==> src/rtl/hazard_controller_if.sv <==
// Pipeline <-> hazard unit bundle: register tags and control inputs, plus forward/stall/flush outputs.
// The pipeline side drives the master modport; the hazard controller sits on the slave modport.
interface hazard_controller_if #(
  parameter int unsigned CNT_W = 16
);
  logic [4:0]       Rs1D, Rs2D, Rs1E, Rs2E, RdE, RdM, RdW;
  logic             RegWriteM, RegWriteW;
  logic             ResultSrcE, MissPredictionE, MulDivStartE, MulDivDoneE;
  logic [1:0]       ForwardAE, ForwardBE;
  logic             StallF, StallD, StallE, FlushD, FlushE, BubbleM;
  logic             MdBusy, MdTimeout;
  logic [CNT_W-1:0] StallCount;

  modport master (
    output Rs1D, Rs2D, Rs1E, Rs2E, RdE, RdM, RdW, RegWriteM, RegWriteW,
           ResultSrcE, MissPredictionE, MulDivStartE, MulDivDoneE,
    input  ForwardAE, ForwardBE, StallF, StallD, StallE, FlushD, FlushE,
           BubbleM, MdBusy, MdTimeout, StallCount
  );

  modport slave (
    input  Rs1D, Rs2D, Rs1E, Rs2E, RdE, RdM, RdW, RegWriteM, RegWriteW,
           ResultSrcE, MissPredictionE, MulDivStartE, MulDivDoneE,
    output ForwardAE, ForwardBE, StallF, StallD, StallE, FlushD, FlushE,
           BubbleM, MdBusy, MdTimeout, StallCount
  );
endinterface

==> src/rtl/hazard_controller.sv <==
// Pipeline hazard unit: operand forwarding, load-use stall, mispredict flush,
// and a two-state FSM that freezes the pipe while a multi-cycle mul/div runs.
module hazard_controller #(
  parameter int unsigned MD_TIMEOUT = 63,
  parameter int unsigned CNT_W      = 16
) (
  input logic              clk,
  input logic              rst_n,
  hazard_controller_if.slave hz
);

  typedef enum logic {IDLE, MD_BUSY} state_t;

  state_t           state_q, state_d;
  logic [7:0]       busy_cnt_q, busy_cnt_d;
  logic             timeout_q, timeout_d;
  logic [CNT_W-1:0] stall_cnt_q, stall_cnt_d;

  logic lw_stall;
  logic stall_f, stall_d, stall_e, flush_d, flush_e, bubble_m;

  function automatic logic [1:0] fwd_sel(input logic [4:0] rs);
    if (hz.RegWriteM && (hz.RdM != 5'd0) && (hz.RdM == rs))
      fwd_sel = 2'b10;
    else if (hz.RegWriteW && (hz.RdW != 5'd0) && (hz.RdW == rs))
      fwd_sel = 2'b01;
    else
      fwd_sel = 2'b00;
  endfunction

  assign hz.ForwardAE = fwd_sel(hz.Rs1E);
  assign hz.ForwardBE = fwd_sel(hz.Rs2E);

  assign lw_stall = hz.ResultSrcE && (hz.RdE != 5'd0) &&
                    ((hz.RdE == hz.Rs1D) || (hz.RdE == hz.Rs2D));

  always_comb begin
    state_d    = state_q;
    busy_cnt_d = busy_cnt_q;
    timeout_d  = timeout_q;
    stall_f    = 1'b0;
    stall_d    = 1'b0;
    stall_e    = 1'b0;
    flush_d    = 1'b0;
    flush_e    = 1'b0;
    bubble_m   = 1'b0;
    unique case (state_q)
      IDLE: begin
        if (hz.MissPredictionE) begin
          flush_d = 1'b1;
          flush_e = 1'b1;
        end else if (lw_stall) begin
          stall_f = 1'b1;
          stall_d = 1'b1;
          flush_e = 1'b1;
        end else if (hz.MulDivStartE && !hz.MulDivDoneE) begin
          stall_f    = 1'b1;
          stall_d    = 1'b1;
          stall_e    = 1'b1;
          bubble_m   = 1'b1;
          state_d    = MD_BUSY;
          busy_cnt_d = 8'd1;
        end
      end
      MD_BUSY: begin
        // Done takes precedence over the timeout check on the same cycle.
        if (hz.MulDivDoneE) begin
          state_d    = IDLE;
          busy_cnt_d = '0;
        end else if (busy_cnt_q == 8'(MD_TIMEOUT)) begin
          state_d    = IDLE;
          busy_cnt_d = '0;
          timeout_d  = 1'b1;
        end else begin
          stall_f    = 1'b1;
          stall_d    = 1'b1;
          stall_e    = 1'b1;
          bubble_m   = 1'b1;
          busy_cnt_d = busy_cnt_q + 8'd1;
        end
      end
      default: state_d = IDLE;
    endcase
  end

  always_comb begin
    stall_cnt_d = stall_cnt_q;
    if (stall_f && (stall_cnt_q != '1))
      stall_cnt_d = stall_cnt_q + 1'b1;
  end

  always_ff @(posedge clk or negedge rst_n) begin
    if (!rst_n) begin
      state_q     <= IDLE;
      busy_cnt_q  <= '0;
      timeout_q   <= 1'b0;
      stall_cnt_q <= '0;
    end else begin
      state_q     <= state_d;
      busy_cnt_q  <= busy_cnt_d;
      timeout_q   <= timeout_d;
      stall_cnt_q <= stall_cnt_d;
    end
  end

  assign hz.StallF     = stall_f;
  assign hz.StallD     = stall_d;
  assign hz.StallE     = stall_e;
  assign hz.FlushD     = flush_d;
  assign hz.FlushE     = flush_e;
  assign hz.BubbleM    = bubble_m;
  assign hz.MdBusy     = (state_q == MD_BUSY);
  assign hz.MdTimeout  = timeout_q;
  assign hz.StallCount = stall_cnt_q;

endmodule

==> src/flat_wrapper.sv <==
// flat-port wrapper written by rule: the top's interface ports become plain ports
module hazard_controller_flat 
#(
  parameter int unsigned MD_TIMEOUT = 63,
  parameter int unsigned CNT_W      = 16
)
  (clk, rst_n, hz_Rs1D, hz_Rs2D, hz_Rs1E, hz_Rs2E, hz_RdE, hz_RdM, hz_RdW, hz_RegWriteM, hz_RegWriteW, hz_ResultSrcE, hz_MissPredictionE, hz_MulDivStartE, hz_MulDivDoneE, hz_ForwardAE, hz_ForwardBE, hz_StallF, hz_StallD, hz_StallE, hz_FlushD, hz_FlushE, hz_BubbleM, hz_MdBusy, hz_MdTimeout, hz_StallCount);
  hazard_controller_if #(.CNT_W(CNT_W)) hz_i ();
  input logic clk;
  input logic rst_n;
  input wire logic [$bits(hz_i.Rs1D)-1:0] hz_Rs1D;
  input wire logic [$bits(hz_i.Rs2D)-1:0] hz_Rs2D;
  input wire logic [$bits(hz_i.Rs1E)-1:0] hz_Rs1E;
  input wire logic [$bits(hz_i.Rs2E)-1:0] hz_Rs2E;
  input wire logic [$bits(hz_i.RdE)-1:0] hz_RdE;
  input wire logic [$bits(hz_i.RdM)-1:0] hz_RdM;
  input wire logic [$bits(hz_i.RdW)-1:0] hz_RdW;
  input wire logic [$bits(hz_i.RegWriteM)-1:0] hz_RegWriteM;
  input wire logic [$bits(hz_i.RegWriteW)-1:0] hz_RegWriteW;
  input wire logic [$bits(hz_i.ResultSrcE)-1:0] hz_ResultSrcE;
  input wire logic [$bits(hz_i.MissPredictionE)-1:0] hz_MissPredictionE;
  input wire logic [$bits(hz_i.MulDivStartE)-1:0] hz_MulDivStartE;
  input wire logic [$bits(hz_i.MulDivDoneE)-1:0] hz_MulDivDoneE;
  output wire logic [$bits(hz_i.ForwardAE)-1:0] hz_ForwardAE;
  output wire logic [$bits(hz_i.ForwardBE)-1:0] hz_ForwardBE;
  output wire logic [$bits(hz_i.StallF)-1:0] hz_StallF;
  output wire logic [$bits(hz_i.StallD)-1:0] hz_StallD;
  output wire logic [$bits(hz_i.StallE)-1:0] hz_StallE;
  output wire logic [$bits(hz_i.FlushD)-1:0] hz_FlushD;
  output wire logic [$bits(hz_i.FlushE)-1:0] hz_FlushE;
  output wire logic [$bits(hz_i.BubbleM)-1:0] hz_BubbleM;
  output wire logic [$bits(hz_i.MdBusy)-1:0] hz_MdBusy;
  output wire logic [$bits(hz_i.MdTimeout)-1:0] hz_MdTimeout;
  output wire logic [$bits(hz_i.StallCount)-1:0] hz_StallCount;
  assign hz_i.Rs1D = hz_Rs1D;
  assign hz_i.Rs2D = hz_Rs2D;
  assign hz_i.Rs1E = hz_Rs1E;
  assign hz_i.Rs2E = hz_Rs2E;
  assign hz_i.RdE = hz_RdE;
  assign hz_i.RdM = hz_RdM;
  assign hz_i.RdW = hz_RdW;
  assign hz_i.RegWriteM = hz_RegWriteM;
  assign hz_i.RegWriteW = hz_RegWriteW;
  assign hz_i.ResultSrcE = hz_ResultSrcE;
  assign hz_i.MissPredictionE = hz_MissPredictionE;
  assign hz_i.MulDivStartE = hz_MulDivStartE;
  assign hz_i.MulDivDoneE = hz_MulDivDoneE;
  assign hz_ForwardAE = hz_i.ForwardAE;
  assign hz_ForwardBE = hz_i.ForwardBE;
  assign hz_StallF = hz_i.StallF;
  assign hz_StallD = hz_i.StallD;
  assign hz_StallE = hz_i.StallE;
  assign hz_FlushD = hz_i.FlushD;
  assign hz_FlushE = hz_i.FlushE;
  assign hz_BubbleM = hz_i.BubbleM;
  assign hz_MdBusy = hz_i.MdBusy;
  assign hz_MdTimeout = hz_i.MdTimeout;
  assign hz_StallCount = hz_i.StallCount;
  hazard_controller #(.MD_TIMEOUT(MD_TIMEOUT), .CNT_W(CNT_W)) u_core (.clk(clk), .rst_n(rst_n), .hz(hz_i));
endmodule
==> config.mk <==
export PLATFORM = sky130hd
export DESIGN_NAME = hazard_controller_flat
export DESIGN_NICKNAME = d
export VERILOG_FILES = /design/src/rtl/hazard_controller_if.sv /design/src/rtl/hazard_controller.sv /design/src/flat_wrapper.sv
export SDC_FILE = /design/constraint.sdc
export NUM_CORES = 1
export LEC_CHECK = 0
export BUFFER_PORTS_ARGS = -buffer_cell sky130_fd_sc_hd__buf_4
export CORE_UTILIZATION = 44
export CTS_CLUSTER_DIAMETER = 150
export DETAILED_ROUTE_END_ITERATION = 6
export PLACE_DENSITY = 0.77
export SKIP_LAST_GASP = 1
export SLEW_MARGIN = 15
export SYNTH_ARGS = -nofsm -noshare
export SYNTH_HDL_FRONTEND = slang
export SYNTH_SLANG_ARGS = --single-unit
export TNS_END_PERCENT = 50
==> constraint.sdc <==
create_clock -name clk -period 1.9 [get_ports clk]
set_input_delay 0.19 -clock clk [delete_from_list [all_inputs] [get_ports clk]]
set_output_delay 0.19 -clock clk [all_outputs]
set_load 0.02 [all_outputs]
==> results.yml <==
timing:
  whs_ns: 0.323
  worst_slew_pin_slew_ns: 0.523
  hold_viol: 0
  drv_slew: 0
  fin_crit_ns: 1.99
  setup_ws_ns: -0.0949
  skew_ns: 0.00646
  finalSetupViolCount: 7
  relSlewSlack: 0.651
  rsz0062_at_grt: "yes"
  fmax_mhz: 501
  period_share: 1.05
floorplanning:
  die_h_um: 65.5
  core-area_um2: 3770
  die_w_um: 65.5
  ioPinCount: 71
  num_rows: 22
  die_area_um2: 4290
  start_util: 0.471
run_status:
  outcome: "finished with violations"
  violations: "setup timing"
grt:
  grt_usage: 0.258
  grt_pass1_vias: 1910
  antenna_found_initial: 0
  grt_max_degree: 27
  overflow: 0
  grt_pass1_wl_um: 8380
final_layout:
  fin_util: 0.815
  layout.nets: 370
  layout_common_cells: "122 x buf_4, 24 x xor2_1, 22 x dfrtp_1, 20 x xnor2_1, 17 x nor2_1"
  drive_above_1_share: 0.512
  diodes: 0
  final_area_um2: 3070
  syn_to_final_growth_pct: 73.1
  mostFrequentLayoutCell: "buf_4"
clocking:
  cts_tree: "built"
  cts-buffers-inserted: 3
  cts_sinks: 26
  h-tree-depth: 1
  clkTransAtPathRegs_ns: 0.09
  worstSkewPairLatency_ns: 0.28
  root_buffer: "clkbuf_8"
  cts_buffer_depth: 2
yosys:
  ys.warnings.count: 0
  syn_inst: 193
  ys_ff_latch: 26
  synth-edff-count: 0
  synth_cell_types: 39
  ys_seq_area_frac: 0.366
  async_reset_ff_frac: 1.00
  ys.flop_type: "dfrtp_1"
  syn_area_um2: 1780
  avgSynthCellArea_um2: 9.20
  synth_nets: 238
placement:
  io_buffers: 70
  placedInstanceArea_um2: 2730
  dpl.hpwl_um: 4010
  gp_congestion: 0.797
worst_setup_path:
  worstPathMaxFanout: 3
  cp.arrival_ns: 1.80
  cp.required_ns: 1.71
  slowest_stage: "or4_4"
  cp-start-kind: "primary input"
  crit_chain: "buf_6 -> or4_4 -> o21a_1 -> a211oi_2 -> inv_2 -> o21ai_4 -> buf_6"
  max_stage_delay_ns: 0.51
  cpMostUsedCell: "buf_6"
  critical_path_class: "primary input to output pin"
  end_kind: "output pin"
power_and_ir_drop:
  ir_drop_mv: 0.890
  power_density_nw_per_um2: 796
  p_leak_nw: 1.41
  p_total_w: 0.00245
hold_path:
  min_path_type: "primary input to flop"
routing:
  antenna_left: 0
  wl_per_cell_um: 15.5
  vias: 2008
  drc_errors: 0
  wirelength_um: 5770
  drt_iter0_drc: 64
  viasPerCell: 5.40
  dr.pass1.iters: 4
job:
  drv_cap: 0
[metal layers]
metal	vias up	global-route usage	wire, um
met1	950	0.301	2340
met4	0	0.101	153
li1	947	-	-
met3	17	0.0399	421
met2	94	0.466	2860
met5	-	0	0
[per-stage QoR]
step / setup TNS, ns / worst slack [ns] / instances
after global placement: -0.328 / -0.0614 / 354
final: -0.346 / -0.0949 / 372
after floorplan: -0.570 / -0.109 / 193
after CTS: -0.319 / -0.0626 / 363
after global routing: -1.48 / -0.158 / 372
after detailed placement: -1.90 / -0.166 / 354
[worst paths after layout]
| path | from | endpoint | slack, ns | depth (start not counted) |
|---|---|---|---|---|
| max | hz_RdE[2] | hz_BubbleM | -0.09 | 7 |
| max in group asynchronous | rst_n | u_core.hz.StallCount[1] | 1.28 | 2 |
| min reg2reg | u_core.hz.MdTimeout | u_core.hz.MdTimeout | 0.49 | 1 |
| min | hz_MulDivDoneE | u_core.hz.MdBusy | 0.32 | 4 |
| min in group asynchronous | rst_n | u_core.hz.StallCount[7] | 0.35 | 2 |
| max reg2reg | u_core.hz.StallCount[1] | u_core.hz.StallCount[14] | -0.09 | 6 |
[state kept, by name, indices dropped and copies added (netlist names)]
name / cells
u_core.hz.MdBusy: 1
u_core.hz.MdTimeout: 1
u_core.hz.StallCount: 16
u_core.busy_cnt_q: 8
[timing repair]
item | CTS | global route
buffers inserted | 5 | 9
endpoints found under the setup margin | 21 | 20
hold endpoints to repair | 26 | 0
resized for setup | 17 | 18
pin swaps | 10 | 9
hold buffers | 1 | 0
[cells by family (layout without fill, tap and decap cells)]
| family | count (synthesis) | after routing | share of synthesized area |
|---|---|---|---|
| AO/OA/AOI/OAI | 27 | 27 | 0.108 |
| XOR/XNOR | 44 | 44 | 0.217 |
| adder cells (fa/ha/maj) | 2 | 2 | 0.0141 |
| buffers and inverters | 12 | 143 | 0.0345 |
| flip-flops | 26 | 26 | 0.366 |
| multiplexers | 2 | 2 | 0.0127 |
| AND/OR/NAND/NOR | 80 | 80 | 0.247 |
[synth_stat cells, drive strengths merged, types with 2 or more instances]
library cell,count,share of area
xnor2,20,0.099
o21ai,7,0.020
ha,2,0.014
nand3,15,0.042
mux2,2,0.013
a21oi,4,0.018
nand2b,5,0.018
or2,3,0.011
inv,7,0.015
nor4,6,0.025
a211oi,2,0.011
o22ai,2,0.0070
a31oi,3,0.011
or4,8,0.034
xor2,24,0.12
o211ai,2,0.0085
dfrtp,26,0.37
nor2b,2,0.0070
nand4,4,0.014
o21a,2,0.0085
nor3,7,0.020
nand2,10,0.021
nor2,17,0.036
buf,4,0.018
[critical path: cells and delay by family]
family / cells / cell delay, ns
AND/OR/NAND/NOR: 1 / 0.51
AO/OA/AOI/OAI: 3 / 0.77
buffers and inverters: 3 / 0.33
[final cells by class]
class / instances / area [um^2]
flip-flops and latches: 26 / 656
inverters: 7 / 26.3
well taps: 48 / 60.1
fillers: 212 / 698
clock buffers: 4 / 55.1
multi-input cells: 155 / 1240
repair buffers: 132 / 1040
[report_power, final]
part | switching (W) | total, W | internal [W]
Clock | 0.000184 | 0.000370 | 0.000186
Sequential | 0.000105 | 0.000790 | 0.000685
Combinational | 0.000627 | 0.00129 | 0.000660
Note: power is estimated with default switching activity, not from simulation.
